### src/rtl/lcd_pkg.sv
// Shared types and constants for the HD44780 write-cycle controller.
// LCD register field layout, power-on init ROM and command classification.
package lcd_pkg;

  typedef enum logic [2:0] {
    ST_PWRUP,
    ST_INIT,
    ST_SETUP,
    ST_EN_HI,
    ST_HOLD,
    ST_EXEC,
    ST_IDLE
  } state_t;

  localparam int unsigned F_ON    = 31;
  localparam int unsigned F_RS    = 9;
  localparam int unsigned F_DB_HI = 7;
  localparam int unsigned F_DB_LO = 0;

  localparam int unsigned INIT_LEN = 6;

  // Entry 0 sits in the low byte: 38,38,38,0C,01,06.
  localparam logic [INIT_LEN-1:0][7:0] INIT_ROM = {
    8'h06, 8'h01, 8'h0C, 8'h38, 8'h38, 8'h38
  };

  // Clear-display and return-home need the long execution wait.
  function automatic logic is_long_cmd(
    input logic       rs,
    input logic [7:0] db
  );
    return !rs && (db >= 8'h01) && (db <= 8'h03);
  endfunction

  function automatic int unsigned max_u(
    input int unsigned a,
    input int unsigned b
  );
    return (a > b) ? a : b;
  endfunction

endpackage

### src/rtl/lcd_ctrl_timer.sv
// Loadable down-counter shared by every timed controller state.
// done is high while the count is 1, i.e. in the last cycle of a phase.
module lcd_ctrl_timer #(
  parameter int unsigned W = 8
) (
  input  logic         i_clk,
  input  logic         i_load,
  input  logic [W-1:0] i_value,
  output logic         o_done
);

  logic [W-1:0] count;

  // Load on phase entry, otherwise count down and park at zero.
  always_ff @(posedge i_clk) begin
    if (i_load) begin
      count <= i_value;
    end else if (count != '0) begin
      count <= count - W'(1);
    end
  end

  assign o_done = (count == W'(1));

  // A zero load would never reach 1 and stall the controller.
  a_nonzero_load: assert property (
    @(posedge i_clk) i_load |-> (i_value != '0)
  );

endmodule

### src/rtl/lcd_ctrl.sv
// Turns LCD register writes into timed HD44780 write cycles.
// Runs the power-on init sequence and buffers one pending request.
module lcd_ctrl
  import lcd_pkg::*;
#(
  parameter int unsigned P_SETUP_CYC = 3,
  parameter int unsigned P_EN_CYC    = 13,
  parameter int unsigned P_HOLD_CYC  = 2,
  parameter int unsigned P_EXEC_CYC  = 2000,
  parameter int unsigned P_LONG_CYC  = 82000,
  parameter int unsigned P_PWRUP_CYC = 750000
) (
  input  logic        i_clk,
  input  logic        i_reset,
  input  logic [31:0] i_lcd_word,
  input  logic        i_lcd_req,
  input  logic        i_clr_ovr,
  output logic        o_lcd_on,
  output logic        o_lcd_en,
  output logic        o_lcd_rs,
  output logic        o_lcd_rw,
  output logic [7:0]  o_lcd_data,
  output logic        o_busy,
  output logic        o_init_done,
  output logic        o_overrun
);

  localparam int unsigned P_MAX = max_u(
    max_u(max_u(P_SETUP_CYC, P_EN_CYC), max_u(P_HOLD_CYC, P_EXEC_CYC)),
    max_u(P_LONG_CYC, P_PWRUP_CYC)
  );
  localparam int unsigned TW = $clog2(P_MAX + 1);

  localparam logic [TW-1:0] T_SETUP = TW'(P_SETUP_CYC);
  localparam logic [TW-1:0] T_EN    = TW'(P_EN_CYC);
  localparam logic [TW-1:0] T_HOLD  = TW'(P_HOLD_CYC);
  localparam logic [TW-1:0] T_EXEC  = TW'(P_EXEC_CYC);
  localparam logic [TW-1:0] T_LONG  = TW'(P_LONG_CYC);
  localparam logic [TW-1:0] T_PWRUP = TW'(P_PWRUP_CYC);

  state_t        state;
  logic [2:0]    rom_idx;
  logic          buf_v;
  logic          buf_rs;
  logic [7:0]    buf_db;
  logic          tmr_load;
  logic [TW-1:0] tmr_value;
  logic          tmr_done;
  logic          pop;
  logic          push;

  logic unused_word;
  assign unused_word = ^{i_lcd_word[30:10], i_lcd_word[8]};

  assign pop  = (state == ST_IDLE) && buf_v;
  assign push = i_lcd_req && (!buf_v || pop);

  lcd_ctrl_timer #(
    .W (TW)
  ) u_timer (
    .i_clk   (i_clk),
    .i_load  (tmr_load),
    .i_value (tmr_value),
    .o_done  (tmr_done)
  );

  // Timer reload on entry to each timed state.
  always_comb begin
    tmr_load  = 1'b0;
    tmr_value = T_PWRUP;
    if (i_reset) begin
      tmr_load = 1'b1;
    end else begin
      case (state)
        ST_INIT: begin
          tmr_load  = 1'b1;
          tmr_value = T_SETUP;
        end
        ST_IDLE: begin
          tmr_load  = buf_v;
          tmr_value = T_SETUP;
        end
        ST_SETUP: begin
          tmr_load  = tmr_done;
          tmr_value = T_EN;
        end
        ST_EN_HI: begin
          tmr_load  = tmr_done;
          tmr_value = T_HOLD;
        end
        ST_HOLD: begin
          tmr_load  = tmr_done;
          tmr_value = is_long_cmd(o_lcd_rs, o_lcd_data) ? T_LONG : T_EXEC;
        end
        default: ;
      endcase
    end
  end

  // Request buffer, panel power and sticky overrun flag.
  always_ff @(posedge i_clk) begin
    if (i_reset) begin
      buf_v     <= 1'b0;
      buf_rs    <= 1'b0;
      buf_db    <= '0;
      o_lcd_on  <= 1'b0;
      o_overrun <= 1'b0;
    end else begin
      if (push) begin
        buf_v    <= 1'b1;
        buf_rs   <= i_lcd_word[F_RS];
        buf_db   <= i_lcd_word[F_DB_HI:F_DB_LO];
        o_lcd_on <= i_lcd_word[F_ON];
      end else if (pop) begin
        buf_v <= 1'b0;
      end
      if (i_lcd_req && !push) begin
        o_overrun <= 1'b1;
      end else if (i_clr_ovr) begin
        o_overrun <= 1'b0;
      end
    end
  end

  // Write-cycle sequencer with registered bus outputs.
  always_ff @(posedge i_clk) begin
    if (i_reset) begin
      state       <= ST_PWRUP;
      rom_idx     <= '0;
      o_lcd_en    <= 1'b0;
      o_lcd_rs    <= 1'b0;
      o_lcd_data  <= '0;
      o_init_done <= 1'b0;
    end else begin
      case (state)
        ST_PWRUP: begin
          if (tmr_done) state <= ST_INIT;
        end
        ST_INIT: begin
          o_lcd_rs   <= 1'b0;
          o_lcd_data <= INIT_ROM[rom_idx];
          state      <= ST_SETUP;
        end
        ST_SETUP: begin
          if (tmr_done) begin
            o_lcd_en <= 1'b1;
            state    <= ST_EN_HI;
          end
        end
        ST_EN_HI: begin
          if (tmr_done) begin
            o_lcd_en <= 1'b0;
            state    <= ST_HOLD;
          end
        end
        ST_HOLD: begin
          if (tmr_done) state <= ST_EXEC;
        end
        ST_EXEC: begin
          if (tmr_done) begin
            if (!o_init_done && rom_idx != 3'(INIT_LEN - 1)) begin
              rom_idx <= rom_idx + 3'd1;
              state   <= ST_INIT;
            end else begin
              o_init_done <= 1'b1;
              state       <= ST_IDLE;
            end
          end
        end
        ST_IDLE: begin
          if (buf_v) begin
            o_lcd_rs   <= buf_rs;
            o_lcd_data <= buf_db;
            state      <= ST_SETUP;
          end
        end
        default: state <= ST_PWRUP;
      endcase
    end
  end

  assign o_lcd_rw = 1'b0;
  assign o_busy   = (state != ST_IDLE) || buf_v;

endmodule
### config.mk
export PLATFORM = sky130hd
export DESIGN_NAME = lcd_ctrl
export DESIGN_NICKNAME = d
export VERILOG_FILES = /design/src/rtl/lcd_pkg.sv /design/src/rtl/lcd_ctrl_timer.sv /design/src/rtl/lcd_ctrl.sv
export SDC_FILE = /design/constraint.sdc
export NUM_CORES = 1
export LEC_CHECK = 0
export BUFFER_PORTS_ARGS = -buffer_cell sky130_fd_sc_hd__buf_2
export CORE_ASPECT_RATIO = 1.4
export CORE_MARGIN = 2
export CORE_UTILIZATION = 40
export CTS_CLUSTER_SIZE = 24
export DETAILED_ROUTE_END_ITERATION = 8
export PLACE_DENSITY = 0.65
export SLEW_MARGIN = 20
export SYNTH_ARGS = -nofsm -noshare
export SYNTH_HDL_FRONTEND = slang
export SYNTH_SLANG_ARGS = --single-unit
### constraint.sdc
create_clock -name i_clk -period 2.8 [get_ports i_clk]
set_input_delay 0.14 -clock i_clk [delete_from_list [all_inputs] [get_ports i_clk]]
set_output_delay 0.14 -clock i_clk [all_outputs]
set_load 0.02 [all_outputs]
# Yosys cells after proc, flatten, opt, wreduce, memory -nomap -nowiden

Memory sizes are Yosys's and may differ from the RTL's. A register that Yosys moved wholly into a read port is not among the register bits.
Cells that the tools add are included.

Memory bits (writable): 0
Output and inout bits: 15
Bits in read-only memories: 64
Logic and storage cells: 89
Input bits: 36
Bits in latches: 0
Bits in registers: 49
Memories kept: 1

Multipliers: 0
$add $sub $neg: 2
Reduce and logical (&&, ||, !) cells: 26
Bitwise gates (word level): 1
Multiplexer cells: 29
Equality and inequality tests: 15
Div/mod/pow operators: 0
$lt $le $gt $ge: 3
Shift operators: 0

Memory list:

| memory          | words | width | read ports | clocked after memory_dff | write ports | RTL line        | text |
|---|---|---|---|---|---|---|---|
| (no name shown) | 8     | 8     | 1          | 1                        | 0           | lcd_ctrl.sv:141 | `o_lcd_data <= INIT_ROM[rom_idx];` |

Operator list:

| operator                                                                          | number |
|---|---|
| 20-bit one-hot mux with 4 select lines                                            | 1 |
| 20-bit 2-to-1 mux                                                                 | 3 |
| 3-bit 2-to-1 mux                                                                  | 9 |
| 3-bit one-hot mux with 7 select lines                                             | 1 |
| 20-bit by 1-bit == test with 1-bit output (second input constant)                 | 1 |
| 20-bit nonzero test                                                               | 1 |
| 20-bit by 1-bit subtractor with 20-bit output (second input constant)             | 1 |
| 17-bit 2-to-1 mux                                                                 | 1 |
| 8-bit 2-to-1 mux                                                                  | 2 |
| 8-bit one-hot mux with 2 select lines                                             | 1 |
| 2-bit != test (second input constant)                                             | 6 |
| 2-bit nonzero test                                                                | 5 |
| 3-bit == test (second input constant)                                             | 3 |
| 3-bit AND reduction                                                               | 3 |
| 8-bit by 1-bit >= comparator with 1-bit output (second input constant)            | 1 |
| 8-bit by 2-bit less-or-equal comparator with 1-bit output (second input constant) | 1 |
| 1-bit 2-to-1 mux                                                                  | 8 |
| 3-bit by 2-bit == test with 1-bit output (second input constant)                  | 2 |
| 1-bit logical AND                                                                 | 6 |
| 3-bit != test (second input constant)                                             | 2 |
| 6-bit AND reduction                                                               | 1 |
| 1-bit zero test                                                                   | 4 |
| 3-bit by 4-bit < comparator with 1-bit output (second input constant)             | 1 |
| 1-bit one-hot mux with 2 select lines                                             | 2 |
| 9 further kinds                                                                   | 10 |

# Logic depth before layout (Yosys ltp)

Word-level depth: 7
Depth in mapped cells: 9
Gate-level depth less buffers: 8

# Hierarchy

From an unflattened synthesis, not the netlist that was laid out.

Cells, all modules: 295
Area total of the unflattened synthesis: 2761.4 um2

Modules (own cells, without submodules):

| module         | cells an instance | times used | area an instance (um2) | sequential area each (um2) |
|---|---|---|---|---|
| lcd_ctrl       | 175               | 1          | 1541.5                 | 680.7 |
| lcd_ctrl_timer | 120               | 1          | 1219.9                 | 600.6 |

# Worst setup path before layout

Ideal clock, no wire load.

Path kind: register to register
Start point: reg u_timer.count[13]
End point: reg u_timer.count[0] (enable)
Arrival: 2.180 ns
Buffers on the path: 2
Library setup time: 0.377 ns
Path slack: 0.243 ns
Clock period less this slack: 2.557 ns
Cell stages (with the launch flop): 7
Data required time: 2.423 ns
Cell sequence: edfxtp_1 -> nor4_1 -> and4_1 -> buf_2 -> a31o_2 -> buf_2 -> or3_1

Word-level cells in the longest chain between the ends: 4
Elaborated cells between the ends (all ways): 5
Classes of those cells: eq/ne (1); mux (2); reduce/logical (2)

Ends and longest elaborated chain:

| element                                   | RTL line             | text |
|---|---|---|
| from (decl)                               | lcd_ctrl_timer.sv:12 | `logic [W-1:0] count;` |
| from (signal assigned)                    | lcd_ctrl_timer.sv:17 | `count <= i_value;` |
| from (signal assigned)                    | lcd_ctrl_timer.sv:19 | `count <= count - W'(1);` |
| 20-bit by 1-bit == test with 1-bit output | lcd_ctrl_timer.sv:23 | `assign o_done = (count == W'(1));` |
| 1-bit one-hot mux with 3 select lines     | lcd_ctrl.sv:74       | `case (state)` |
| 1-bit 2-to-1 mux                          | lcd_ctrl.sv:71       | `if (i_reset) begin` |
| 2-bit nonzero test (no line) *            | --                   |  |

Mark *: on every way between the ends. The rest lies on a longest branch, timed or not.
A chain may end at the register's enable or synchronous reset.

# Worst setup path after layout

Start point: reg u_timer.count[9]
End point: reg u_timer.count[7] (data pin)

Word-level cells in the longest chain between the ends: 4

Ends and longest elaborated chain:

| element                                   | RTL line             | text |
|---|---|---|
| 20-bit by 1-bit == test with 1-bit output | lcd_ctrl_timer.sv:23 |  |
| 1-bit one-hot mux with 3 select lines     | lcd_ctrl.sv:74       |  |
| 1-bit 2-to-1 mux                          | lcd_ctrl.sv:71       |  |
| 20-bit 2-to-1 mux                         | lcd_ctrl_timer.sv:16 | `if (i_load) begin` |

Every way passes these cells.

==> out/metrics.yaml <==
p_leak_uw: 0.001178
clk_path_buf_depth: 2
maxCapViolations: 0
cts_hold_buffers: 0
diodes: 0
grt_overflow: 0
drv_slew: 0
crit_path_end_kind: "flip-flop"
synth_area_leaders: "dfxtp_1 25%, edfxtp_1 22%, nand2_1 4.4%"
worstSkewPairLatency_ns: 0.31
yosys_warnings: 0
startpoint_type: "flip-flop"
first_pass_iters: 4
track_usage: 0.1662
r2r_start: "u_timer.count[9]"
synth.top_cells.by_count: "34 x dfxtp_1, 32 x nand2_1, 32 x nor2_1, 22 x a21oi_1, 20 x edfxtp_1"
syn_to_final_growth_pct: 12.64
arrival_ns: 2.53
yosys.area.top_type_share: 0.2473
ant_nets: 0
drt_iter0_drc: 151
routedWlPerCell_um: 14.02
p_clk_frac: 0.350
gp_congestion: 0.8411
cts-buffers-inserted: 5
dp_cells: 408
antenna_found_initial: 0
timing_worst_slew_pin_value_ns: 0.6157
max_freq_mhz: 405.1
post_cts.repair.setup_buffers: 0
synth_area_mm2: 0.002753
synth_most_common_cell: "dfxtp_1"
p_total_uw: 1470
clock_sinks: 54
p_per_area_mw_per_mm2: 474.1
postSynth.asyncResetShare: 0
htreeDepth: 2
fin_setup_tns_ns: 0
worstSetupEndpoint: "u_timer.count[7]"
start_util: 0.4163
syn_avg_cell_area_um2: 9.268
worstSetupPathType: "reg2reg"
synthDistinctLibCells: 55
die_w_um: 74.11
grt_pass1_wl_mm: 9.811
cts.repair.resized: 0
final.period_utilization: 0.8816
wl_mm: 5.832
setup_viol: 0
ir_drop_mv: 0.4125
drc: 0
die_h_um: 102.2
outcome: "complete, no violations"
fin_area_mm2: 0.003100
hold_slack_ns: 0.05071
clk_pin_slew_ns: 0.11
placed_area_mm2: 0.002989
netSwitchingFraction: 0.2416
first_global_vias: 2115
combPwrFrac: 0.064
synth_fp_nets: 337
dp_hpwl_mm: 4.277
ff2ff_path_depth: 6
cts_tree: "yes"
required_ns: 2.86
final_cells: 416
nNetsFinal: 363
hp-class: "in2reg"
via_count: 2215
worstReg2RegEnd: "u_timer.count[7]"
slew_headroom: 0.5857
p_int_uw: 1115
critPathLaunch: "u_timer.count[9]"
rsz0062_at_grt: "false"
netlist_instances: 297
rows: 35
synth_ff_type: "dfxtp_1"
finalHoldViolCount: 0
power.net_switching_uw: 355.1
grt_max_degree: 34
drive_gt1_frac: 0.1728
dieArea_mm2: 0.007571
ys_seq_elements: 54
synth-seq-area-share: 0.4655
reg2reg_slack_ns: 0.33
pwr-share-seq: 0.585
critPathMaxFanout: 15
via_per_inst: 5.325
period_needed_ns: 2.469
io_pins: 51
synth_edf_count: 20
core_mm2: 0.006613
synth_top_area_cell: "dfxtp_1"
io_buffers: 27
root_buffer: "clkbuf_8"
finalClockSkew_ns: 0.008264
worst max-delay path, stage by stage (launching register included):
cell and delay (ns):
edfxtp_1 0.43, or4_4 0.57, nor2_1 0.36, a31oi_1 0.21, buf_4 0.24, a21oi_1 0.29, o21bai_1 0.11
layout make-up:
cell class	count	area, µm²
timing repair buffer	37	210.2
tap	92	115.1
clock inverter	2	17.52
clock buffer	6	93.84
fill	646	3512
sequential	54	1281
multi-input combinational	219	1360
inverter	6	22.52
power groups by stage:
stage               sequential, µW  combinational [µW]  clock (µW)
floorplan                      873                71.4           0
global placement               876                93.6           0
detailed placement             878                94.9           0
CTS                            860                95.4         517
global route                   864                 110         546
finish                         860                94.7         515
through the flow:
step	setup slack, ns	utilization
floorplan	0.2427	-
global placement	0.3580	0.4520
detailed placement	0.3646	0.4520
CTS	0.3499	0.4689
global route	0.1827	0.4689
finish	0.3314	0.4689
worst min-delay path by stage:
stage,to,cells past startpoint,from,slack [ns]
final,buf_rs,3,i_lcd_word[9],0.05
after floorplan,buf_v,2,i_lcd_req,0.26
after global routing,buf_db[4],3,i_lcd_word[4],0.06
after CTS,buf_db[7],3,i_lcd_word[7],0.05
after detailed placement,buf_db[7],3,i_lcd_word[7],0.39
after global placement,buf_db[2],3,i_lcd_word[2],0.38
sequential cells by signal (all words and copies together), names as in the netlist, named ones only:
register,cells
buf_db,8
buf_rs,1
buf_v,1
o_init_done,1
o_lcd_data,8
o_lcd_en,1
o_lcd_on,1
o_lcd_rs,1
o_overrun,1
rom_idx,3
state,3
u_timer.count,20
layer usage:
| metal | routed length [µm] | track usage | part of all wire | vias up |
|---|---|---|---|---|
| li1 | - | - | - | 1128 |
| met1 | 2408 | 0.1961 | 0.41 | 1037 |
| met2 | 3180 | 0.3084 | 0.55 | 46 |
| met3 | 179 | 0.02367 | 0.031 | 4 |
| met4 | 63 | 0.04476 | 0.011 | 0 |
| met5 | 0 | 0 | 0 | - |
kinds of logic after synthesis:
kind of cell | count (synthesis) | synth area share
AND/OR/NAND/NOR | 122 | 0.2327
AO/OA/AOI/OAI | 69 | 0.1627
flip-flops | 54 | 0.4655
buffers and inverters | 24 | 0.04045
XOR/XNOR | 15 | 0.04773
multiplexers | 8 | 0.03136
adder cells (fa/ha/maj) | 4 | 0.01818
other | 1 | 0.001362
placed cells by master (no fill, tap or decap), drive strengths merged, types with 2 or more instances in the layout:
cell type	n
a211oi	10
a21o	8
a21oi	22
a22oi	3
a31oi	7
and3	2
and4	3
buf	37
clkbuf	6
dfxtp	34
edfxtp	20
ha	4
inv	8
mux2	2
mux2i	6
nand2	32
nand2b	5
nand3	3
nand4	4
nor2	32
nor2b	3
nor3	10
nor3b	2
nor4	9
o21ai	6
o21bai	5
or2	3
or3	4
or4	2
xnor2	6
xor2	9
No activity file was read; power rests on OpenSTA's default activity.
